File: config.mk
export PLATFORM = sky130hd
export DESIGN_NAME = main_memory_arbiter_flat
export DESIGN_NICKNAME = d
export VERILOG_FILES = /design/src/rtl/main_memory_arbiter_if.sv /design/src/rtl/main_memory_arbiter.sv /design/src/flat_wrapper.sv
export SDC_FILE = /design/constraint.sdc
export NUM_CORES = 1
export LEC_CHECK = 0
export CORE_MARGIN = 3
export CORE_UTILIZATION = 43
export DETAILED_ROUTE_END_ITERATION = 8
export MAX_ROUTING_LAYER = met4
export PLACE_DENSITY = 0.8
export SLEW_MARGIN = 25
export SYNTH_ARGS = -nofsm -noshare
export SYNTH_HDL_FRONTEND = slang
export SYNTH_SLANG_ARGS = --single-unit
File: constraint.sdc
create_clock -name clk -period 2.02 [get_ports clk]
set_clock_uncertainty 0.1 [all_clocks]
set_input_delay 0.606 -clock clk [delete_from_list [all_inputs] [get_ports clk]]
set_output_delay 0.606 -clock clk [all_outputs]
set_load 0.01 [all_outputs]
File: src/rtl/main_memory_arbiter_if.sv
// main_memory_arbiter_if: fetch/data client and memory-side signals of the main memory arbiter.
// The slave modport is the arbiter's view; master is the view of everything around it.
interface main_memory_arbiter_if #(
    parameter int ADDR_WIDTH = 32,
    parameter int DATA_WIDTH = 32
);
    logic                    fetch_req;
    logic [ADDR_WIDTH-1:0]   fetch_addr;
    logic                    fetch_gnt;
    logic                    fetch_rvalid;
    logic [DATA_WIDTH-1:0]   fetch_rdata;
    logic                    data_req;
    logic                    data_we;
    logic [DATA_WIDTH/8-1:0] data_be;
    logic [ADDR_WIDTH-1:0]   data_addr;
    logic [DATA_WIDTH-1:0]   data_wdata;
    logic                    data_gnt;
    logic                    data_rvalid;
    logic [DATA_WIDTH-1:0]   data_rdata;
    logic                    mem_req;
    logic                    mem_we;
    logic [DATA_WIDTH/8-1:0] mem_be;
    logic [ADDR_WIDTH-1:0]   mem_addr;
    logic [DATA_WIDTH-1:0]   mem_wdata;
    logic                    mem_ack;
    logic [DATA_WIDTH-1:0]   mem_rdata;
    logic                    resp_err;
    logic                    err_sticky;
    logic                    busy;

    modport slave (
        input  fetch_req, fetch_addr, data_req, data_we, data_be, data_addr, data_wdata,
               mem_ack, mem_rdata,
        output fetch_gnt, fetch_rvalid, fetch_rdata, data_gnt, data_rvalid, data_rdata,
               mem_req, mem_we, mem_be, mem_addr, mem_wdata, resp_err, err_sticky, busy
    );

    modport master (
        output fetch_req, fetch_addr, data_req, data_we, data_be, data_addr, data_wdata,
               mem_ack, mem_rdata,
        input  fetch_gnt, fetch_rvalid, fetch_rdata, data_gnt, data_rvalid, data_rdata,
               mem_req, mem_we, mem_be, mem_addr, mem_wdata, resp_err, err_sticky, busy
    );
endinterface

File: src/rtl/main_memory_arbiter.sv
// main_memory_arbiter: two-client (fetch/data) arbiter driving one req/ack transaction at a time
// to a variable-latency memory, with fetch anti-starvation and a response timeout.
module main_memory_arbiter #(
    parameter int ADDR_WIDTH     = 32,
    parameter int DATA_WIDTH     = 32,
    parameter int STARVE_LIMIT   = 4,
    parameter int TIMEOUT_CYCLES = 64
) (
    input logic                  clk,
    input logic                  rst_n,
    main_memory_arbiter_if.slave bus
);
    localparam int SW = STARVE_LIMIT > 0 ? $clog2(STARVE_LIMIT + 1) : 1;
    localparam int TW = TIMEOUT_CYCLES > 0 ? $clog2(TIMEOUT_CYCLES + 1) : 1;
    localparam logic [0:0] IDLE = 1'b0;
    localparam logic [0:0] BUSY = 1'b1;

    logic [0:0]    state;
    logic          owner_data;
    logic [SW-1:0] scnt;
    logic [TW-1:0] tcnt;
    logic          starve_hit, fetch_win, data_win, timeout;

    always_comb begin
        starve_hit = (STARVE_LIMIT != 0) && (scnt == SW'(STARVE_LIMIT));
        fetch_win  = (state == IDLE) && bus.fetch_req && (!bus.data_req || starve_hit);
        data_win   = (state == IDLE) && bus.data_req && !fetch_win;
        // An ack arriving on the limit cycle takes precedence over the timeout.
        timeout    = (TIMEOUT_CYCLES != 0) && (state == BUSY) && !bus.mem_ack &&
                     (tcnt == TW'(TIMEOUT_CYCLES - 1));
    end

    assign bus.fetch_gnt = fetch_win;
    assign bus.data_gnt  = data_win;
    assign bus.busy      = (state == BUSY);

    always_ff @(posedge clk or negedge rst_n) begin
        if (!rst_n) begin
            state            <= IDLE;
            owner_data       <= 1'b0;
            scnt             <= '0;
            tcnt             <= '0;
            bus.fetch_rvalid <= 1'b0;
            bus.fetch_rdata  <= '0;
            bus.data_rvalid  <= 1'b0;
            bus.data_rdata   <= '0;
            bus.mem_req      <= 1'b0;
            bus.mem_we       <= 1'b0;
            bus.mem_be       <= '0;
            bus.mem_addr     <= '0;
            bus.mem_wdata    <= '0;
            bus.resp_err     <= 1'b0;
            bus.err_sticky   <= 1'b0;
        end else begin
            bus.fetch_rvalid <= 1'b0;
            bus.data_rvalid  <= 1'b0;
            bus.resp_err     <= 1'b0;
            if (!bus.fetch_req || fetch_win)
                scnt <= '0;
            else if (data_win && scnt != SW'(STARVE_LIMIT))
                scnt <= scnt + 1'b1;
            if (state == IDLE) begin
                if (fetch_win || data_win) begin
                    state         <= BUSY;
                    owner_data    <= data_win;
                    bus.mem_req   <= 1'b1;
                    bus.mem_we    <= data_win && bus.data_we;
                    bus.mem_be    <= data_win ? bus.data_be : '1;
                    bus.mem_addr  <= data_win ? bus.data_addr : bus.fetch_addr;
                    bus.mem_wdata <= data_win ? bus.data_wdata : '0;
                end
            end else if (bus.mem_ack || timeout) begin
                state            <= IDLE;
                tcnt             <= '0;
                bus.mem_req      <= 1'b0;
                bus.fetch_rvalid <= !owner_data;
                bus.data_rvalid  <= owner_data;
                bus.resp_err     <= timeout;
                if (timeout)
                    bus.err_sticky <= 1'b1;
                if (!owner_data)
                    bus.fetch_rdata <= timeout ? '1 : bus.mem_rdata;
                else if (timeout || !bus.mem_we)
                    bus.data_rdata <= timeout ? '1 : bus.mem_rdata;
            end else begin
                tcnt <= tcnt + 1'b1;
            end
        end
    end
endmodule
File: src/flat_wrapper.sv
// flat-port wrapper written by rule: the top's interface ports become plain ports
module main_memory_arbiter_flat 
#(
    parameter int ADDR_WIDTH     = 32,
    parameter int DATA_WIDTH     = 32,
    parameter int STARVE_LIMIT   = 4,
    parameter int TIMEOUT_CYCLES = 64
)
  (clk, rst_n, bus_fetch_req, bus_fetch_addr, bus_data_req, bus_data_we, bus_data_be, bus_data_addr, bus_data_wdata, bus_mem_ack, bus_mem_rdata, bus_fetch_gnt, bus_fetch_rvalid, bus_fetch_rdata, bus_data_gnt, bus_data_rvalid, bus_data_rdata, bus_mem_req, bus_mem_we, bus_mem_be, bus_mem_addr, bus_mem_wdata, bus_resp_err, bus_err_sticky, bus_busy);
  main_memory_arbiter_if #(.ADDR_WIDTH(ADDR_WIDTH), .DATA_WIDTH(DATA_WIDTH)) bus_i ();
  input logic clk;
  input logic rst_n;
  input wire logic [$bits(bus_i.fetch_req)-1:0] bus_fetch_req;
  input wire logic [$bits(bus_i.fetch_addr)-1:0] bus_fetch_addr;
  input wire logic [$bits(bus_i.data_req)-1:0] bus_data_req;
  input wire logic [$bits(bus_i.data_we)-1:0] bus_data_we;
  input wire logic [$bits(bus_i.data_be)-1:0] bus_data_be;
  input wire logic [$bits(bus_i.data_addr)-1:0] bus_data_addr;
  input wire logic [$bits(bus_i.data_wdata)-1:0] bus_data_wdata;
  input wire logic [$bits(bus_i.mem_ack)-1:0] bus_mem_ack;
  input wire logic [$bits(bus_i.mem_rdata)-1:0] bus_mem_rdata;
  output wire logic [$bits(bus_i.fetch_gnt)-1:0] bus_fetch_gnt;
  output wire logic [$bits(bus_i.fetch_rvalid)-1:0] bus_fetch_rvalid;
  output wire logic [$bits(bus_i.fetch_rdata)-1:0] bus_fetch_rdata;
  output wire logic [$bits(bus_i.data_gnt)-1:0] bus_data_gnt;
  output wire logic [$bits(bus_i.data_rvalid)-1:0] bus_data_rvalid;
  output wire logic [$bits(bus_i.data_rdata)-1:0] bus_data_rdata;
  output wire logic [$bits(bus_i.mem_req)-1:0] bus_mem_req;
  output wire logic [$bits(bus_i.mem_we)-1:0] bus_mem_we;
  output wire logic [$bits(bus_i.mem_be)-1:0] bus_mem_be;
  output wire logic [$bits(bus_i.mem_addr)-1:0] bus_mem_addr;
  output wire logic [$bits(bus_i.mem_wdata)-1:0] bus_mem_wdata;
  output wire logic [$bits(bus_i.resp_err)-1:0] bus_resp_err;
  output wire logic [$bits(bus_i.err_sticky)-1:0] bus_err_sticky;
  output wire logic [$bits(bus_i.busy)-1:0] bus_busy;
  assign bus_i.fetch_req = bus_fetch_req;
  assign bus_i.fetch_addr = bus_fetch_addr;
  assign bus_i.data_req = bus_data_req;
  assign bus_i.data_we = bus_data_we;
  assign bus_i.data_be = bus_data_be;
  assign bus_i.data_addr = bus_data_addr;
  assign bus_i.data_wdata = bus_data_wdata;
  assign bus_i.mem_ack = bus_mem_ack;
  assign bus_i.mem_rdata = bus_mem_rdata;
  assign bus_fetch_gnt = bus_i.fetch_gnt;
  assign bus_fetch_rvalid = bus_i.fetch_rvalid;
  assign bus_fetch_rdata = bus_i.fetch_rdata;
  assign bus_data_gnt = bus_i.data_gnt;
  assign bus_data_rvalid = bus_i.data_rvalid;
  assign bus_data_rdata = bus_i.data_rdata;
  assign bus_mem_req = bus_i.mem_req;
  assign bus_mem_we = bus_i.mem_we;
  assign bus_mem_be = bus_i.mem_be;
  assign bus_mem_addr = bus_i.mem_addr;
  assign bus_mem_wdata = bus_i.mem_wdata;
  assign bus_resp_err = bus_i.resp_err;
  assign bus_err_sticky = bus_i.err_sticky;
  assign bus_busy = bus_i.busy;
  main_memory_arbiter #(.ADDR_WIDTH(ADDR_WIDTH), .DATA_WIDTH(DATA_WIDTH), .STARVE_LIMIT(STARVE_LIMIT), .TIMEOUT_CYCLES(TIMEOUT_CYCLES)) u_core (.clk(clk), .rst_n(rst_n), .bus(bus_i));
endmodule
== After elaboration in Yosys (flattened, before gate mapping) ==
Cells that the tools add are included.

* $add $sub $neg: 2
* Muxes and demuxes: 19
* Bitwise logic cells: 2
* Equality and inequality tests: 4
* Reduce and logical (&&, ||, !) cells: 26

{| class="wikitable"
|+ Operators by type and width
! cell !! count
|-
| $mux 32 || 3
|-
| $mux 1 || 12
|-
| $logic_and 1x1->1 || 8
|-
| $add 7x1->7 const B || 1
|-
| $eq 7x6->1 const B || 1
|-
| $mux 7 || 1
|-
| $logic_not 1->1 || 6
|-
| $mux 3 || 2
|-
| $reduce_and 3->1 || 2
|-
| $logic_or 1x1->1 || 5
|-
| $mux 4 || 1
|-
| $reduce_and 2->1 || 2
|-
| $reduce_and 4->1 || 1
|-
| $reduce_bool 2->1 || 2
|-
| $add 3x1->3 const B || 1
|-
| $eq 3x3->1 const B || 1
|-
| $ne 3x3->1 const B || 1
|-
| $ne 2x2->1 const B || 1
|-
| $not 1->1 || 2
|}

* Bits in registers: 150
* Word-level logic and storage cells: 68
* Input port bits: 138

== Depth between registers and ports, before layout ==
* Word-level depth: 8
* Depth in mapped cells: 7
* Gate-level depth less buffers: 6

== Worst setup path before layout ==
Ideal clock, no wire load.

* Path kind: reg2out
* From: register u_core.state, in the netlist u_core.bus.busy
* To: output port bus_fetch_gnt
* Stages on the path, launching flop included: 5
* Data required time: 1.314 ns
* Path buffers: 3
* Arrival time: 1.235 ns
* Slack: 0.079 ns
* Cells stage by stage: dfrtp_1 > buf_2 > buf_2 > buf_2 > nor3b_1

* Longest elaborated chain between the ends: 3

{| class="wikitable"
|+ RTL lines
! element !! line !! RTL
|-
| from (decl) || main_memory_arbiter.sv:18 || <nowiki>logic [0:0] state;</nowiki>
|-
| from (signal assigned) || main_memory_arbiter.sv:39 || <nowiki>state <= IDLE;</nowiki>
|-
| from (signal assigned) || main_memory_arbiter.sv:64 || <nowiki>state <= BUSY;</nowiki>
|-
| from (signal assigned) || main_memory_arbiter.sv:73 || <nowiki>state <= IDLE;</nowiki>
|-
| $not 1->1 (no line) || n/a ||
|-
| $logic_and 1x1->1 (2 in series) || main_memory_arbiter.sv:26 || <nowiki>fetch_win = (state == IDLE) && bus.fetch_req && (!bus.data_req || starve_hit);</nowiki>
|-
| to (decl) || flat_wrapper.sv:22 || <nowiki>output wire logic [$bits(bus_i.fetch_gnt)-1:0] bus_fetch_gnt;</nowiki>
|}

No other way between the ends.

== Final worst setup path ==
* From: register u_core.scnt[0]
* To: output port bus_fetch_gnt

* Longest elaborated chain between the ends: 3

{| class="wikitable"
|+ RTL lines
! element !! line !! RTL
|-
| from (decl) || main_memory_arbiter.sv:20 || <nowiki>logic [SW-1:0] scnt;</nowiki>
|-
| from (signal assigned) || main_memory_arbiter.sv:61 || <nowiki>scnt <= scnt + 1'b1;</nowiki>
|-
| $eq 3x3->1 || main_memory_arbiter.sv:25 || <nowiki>starve_hit = (STARVE_LIMIT != 0) && (scnt == SW'(STARVE_LIMIT));</nowiki>
|-
| $logic_or 1x1->1 || main_memory_arbiter.sv:26 ||
|-
| $logic_and 1x1->1 || main_memory_arbiter.sv:26 ||
|}

No other way between the ends.

==> flow_summary_export.csv <==
group,metric,value,unit
routing,drtIter0Drc,439,
setup_path,r2r-start,"u_core.tcnt[0]$_DFFE_PN0P_",
floorplan,die_w,131,µm
placed_design,gp_congestion,0.834,
sta,finalHoldViolCount,0,
setup_path,r2r.worst_path.cells,5,
yosys,syn_area_per_cell,10.0,µm²
layout,drive_above_1_share,10.4,%
yosys,synth_area_leaders,"dfrtp_1 56%, a21oi_1 7.2%, a22o_1 4.3%, inv_1 3.9%, nor2_1 3.7%",
placed_design,numPortBuffers,278,
sta,fmax,447,MHz
global_routing,gr-usage-all-layers,24.3,%
yosys,synth_top_area_cell,"dfrtp_1",
setup_path,cp-end-kind,"primary output",
layout,area_growth,55.1,%
power_and_ir_drop,power,0.0139,W
setup_path,crit_type,"reg2out",
setup_path,start_kind,"flip-flop",
power_and_ir_drop,leakagePower,4.85,nW
sta,fin_crit,2230,ps
sta,rsz0062_at_grt,"true",
layout,fillCellCount,1207,
setup_path,arrival,1530,ps
setup_path,cp_max_fo,2,
layout,final_nets,1083,
routing,viasPerCell,5.53,
layout,utilization,68.4,%
global_routing,antenna_found_initial,0,
sta,maxSlewViolCount,0,
cts,htree_levels,4,
yosys,synth_cell_types,43,
sta,tns,-409,ps
placed_design,pre_cts_ws,-666,ps
sta,setup_viol,2,
run_status,violations,"setup timing",
yosys,yosysSeqAreaShare,56.0,%
sta,finalCritPeriodShare,111,%
global_routing,grt_max_degree,67,
cts,cts.clk_slew.worst_paths,70,ps
placed_design,dpl.hpwl,14.6,mm
floorplan,die_y,131,µm
cts,clock_path_buffers,2,
global_routing,grt_pass1_vias,6187,
yosys,synth_nets,809,
sta,whs,361,ps
routing,vias,6317,
floorplan,pin_count,279,
layout,final_common_cell,"dfrtp_1",
sta,worst_slew_pin_slew,426,ps
sta,slew_headroom,71.6,%
routing,drcViolationCount,0,
routing,ant_nets,0,
cts,numCtsBuffers,17,
sta,layout_setup_ws,-215,ps
power_and_ir_drop,peakVddDrop,0.692,mV
setup_path,crit_start,"u_core.scnt[0]$_DFFE_PN0P_",
layout,layout_common_cells,"148 x dfrtp_1, 137 x dlygate4sd2_1, 134 x clkdlybuf4s50_1",
setup_path,r2r_slack,160,ps
cts,cts_tree,"done",
global_routing,grt-ovfl-total,0,
cts,cts-root-buf,"clkbuf_16",
floorplan,dieArea,17100,µm²
yosys,synth.top_cell.area_share,56.0,%
setup_path,crit_path_end,"bus_fetch_gnt",
routing,wire_per_inst,18.7,µm
run_status,status,"complete, but fails checks",
floorplan,rows,45,
floorplan,core-area,15200,µm²
global_routing,grt_pass1_wl,31.8,mm
layout,n_antenna_cell,0,
routing,drt_pass1_iterations,5,
power_and_ir_drop,p_per_area,1340,nW/µm²
setup_path,r2r-end,"u_core.bus.data_rdata[27]$_DFFE_PN0P_",
cts,worstSkewPairLatency,420,ps
min_path,hold_class,"reg2reg",
yosys,ys_ff_latch,150,
yosys,netlist_instances,668,
job,drv_cap,0,
floorplan,initial_core_util,44.1,%
setup_path,required,1310,ps
cts,clock_sinks,150,
yosys,netlist_area,6700,µm²
yosys,synth_warnings,0,
routing,wl,21.4,mm
[report_power, final]
part | total [W] | switching (W) | internal [W] | leakage (nW)
logic | 0.00543 | 0.00277 | 0.00265 | 2.68
clock network | 0.00345 | 0.00130 | 0.00215 | 0.303
registers | 0.00503 | 0.000834 | 0.00419 | 1.86
total | 0.0139 | 0.00491 | 0.00900 | 4.85
[logic make-up after synthesis]
family	after synthesis	share of synthesized area, %
AO/OA/AOI/OAI	282	27.7
adder cells (fa/ha/maj)	3	0.560
buffers and inverters	130	8.55
flip-flops	150	56.0
multiplexers	2	0.317
AND/OR/NAND/NOR	101	6.89
[worst min path at each step]
stage,to,slack [ps],startpoint,cells past startpoint
5_1_grt,u_core.bus.err_sticky$_DFFE_PN0P_,380,u_core.bus.err_sticky$_DFFE_PN0P_,1
3_3_place_gp,u_core.bus.err_sticky$_DFFE_PN0P_,350,u_core.bus.err_sticky$_DFFE_PN0P_,1
3_5_place_dp,u_core.bus.err_sticky$_DFFE_PN0P_,360,u_core.bus.err_sticky$_DFFE_PN0P_,1
4_1_cts,u_core.bus.err_sticky$_DFFE_PN0P_,370,u_core.bus.err_sticky$_DFFE_PN0P_,1
2_1_floorplan,u_core.bus.busy$_DFF_PN0_,210,rst_n,0
6_report,u_core.bus.err_sticky$_DFFE_PN0P_,360,u_core.bus.err_sticky$_DFFE_PN0P_,1
[stage by stage]
step	cell area, µm²	instances
floorplan	6700	668
global placement	9830	1106
detailed placement	9830	1106
CTS	10300	1141
global route	10400	1143
finish	10400	1143
[registers in the layout (all words and copies together) (netlist names), 3 cells and up]
signal / flops
u_core.bus.mem_be: 4
u_core.bus.mem_addr: 32
u_core.tcnt: 7
u_core.bus.fetch_rdata: 32
u_core.bus.mem_wdata: 32
u_core.bus.data_rdata: 32
u_core.scnt: 3
[critical path, stage by stage, from the launching register on]
cell	delay [ps]
dfrtp_1	400
inv_2	80
ha_4	140
buf_6	100
a21boi_4	50
nor3b_2	180
buf_2	150
[what timing repair did]
item,in CTS,in global routing
gates resized for setup,151,11
setup buffers,2,2
pin swaps,2,4
hold buffers,1,0
setup endpoints to repair,138,5
hold endpoints to repair,24,0
[cell type report]
type | instances | area (µm²) | area share [%]
Multi-Input combinational cell | 388 | 2450 | 23.5
Sequential cell | 150 | 3760 | 36.1
Tap cell | 188 | 235 | 2.26
Inverter | 71 | 267 | 2.56
Clock buffer | 19 | 453 | 4.36
Clock inverter | 13 | 194 | 1.87
Timing Repair Buffer | 314 | 3040 | 29.3
[cells in the mapped netlist, drive strengths merged]
master	instances
and3b	1
o21ba	1
dfrtp	150
o21a	1
o21ai	35
or2	1
nand3b	5
clkbuf	18
and4b	1
nand2b	3
a21boi	5
o21bai	1
a221oi	32
or3	1
a21o	2
a31o	1
o22ai	36
a22o	33
nand3	1
nand4	1
and2	2
mux2i	1
buf	41
nor2b	3
nor2	66
a21oi	98
a22oi	1
mux2	1
nor3b	2
and3	3
inv	71
a31oi	32
o22a	4
ha	3
nor3	1
nand2	10
[layer usage]
layer | track usage, % | wire [µm] | vias to the layer above | share of wire, %
li1 | - | - | 2940 | -
met1 | 30.5 | 8810 | 3036 | 41
met2 | 37.6 | 10100 | 304 | 47
met3 | 7.32 | 1910 | 37 | 8.9
met4 | 8.65 | 590 | 0 | 2.8
met5 | - | 0 | - | 0
(Power assumes the default switching activity.)
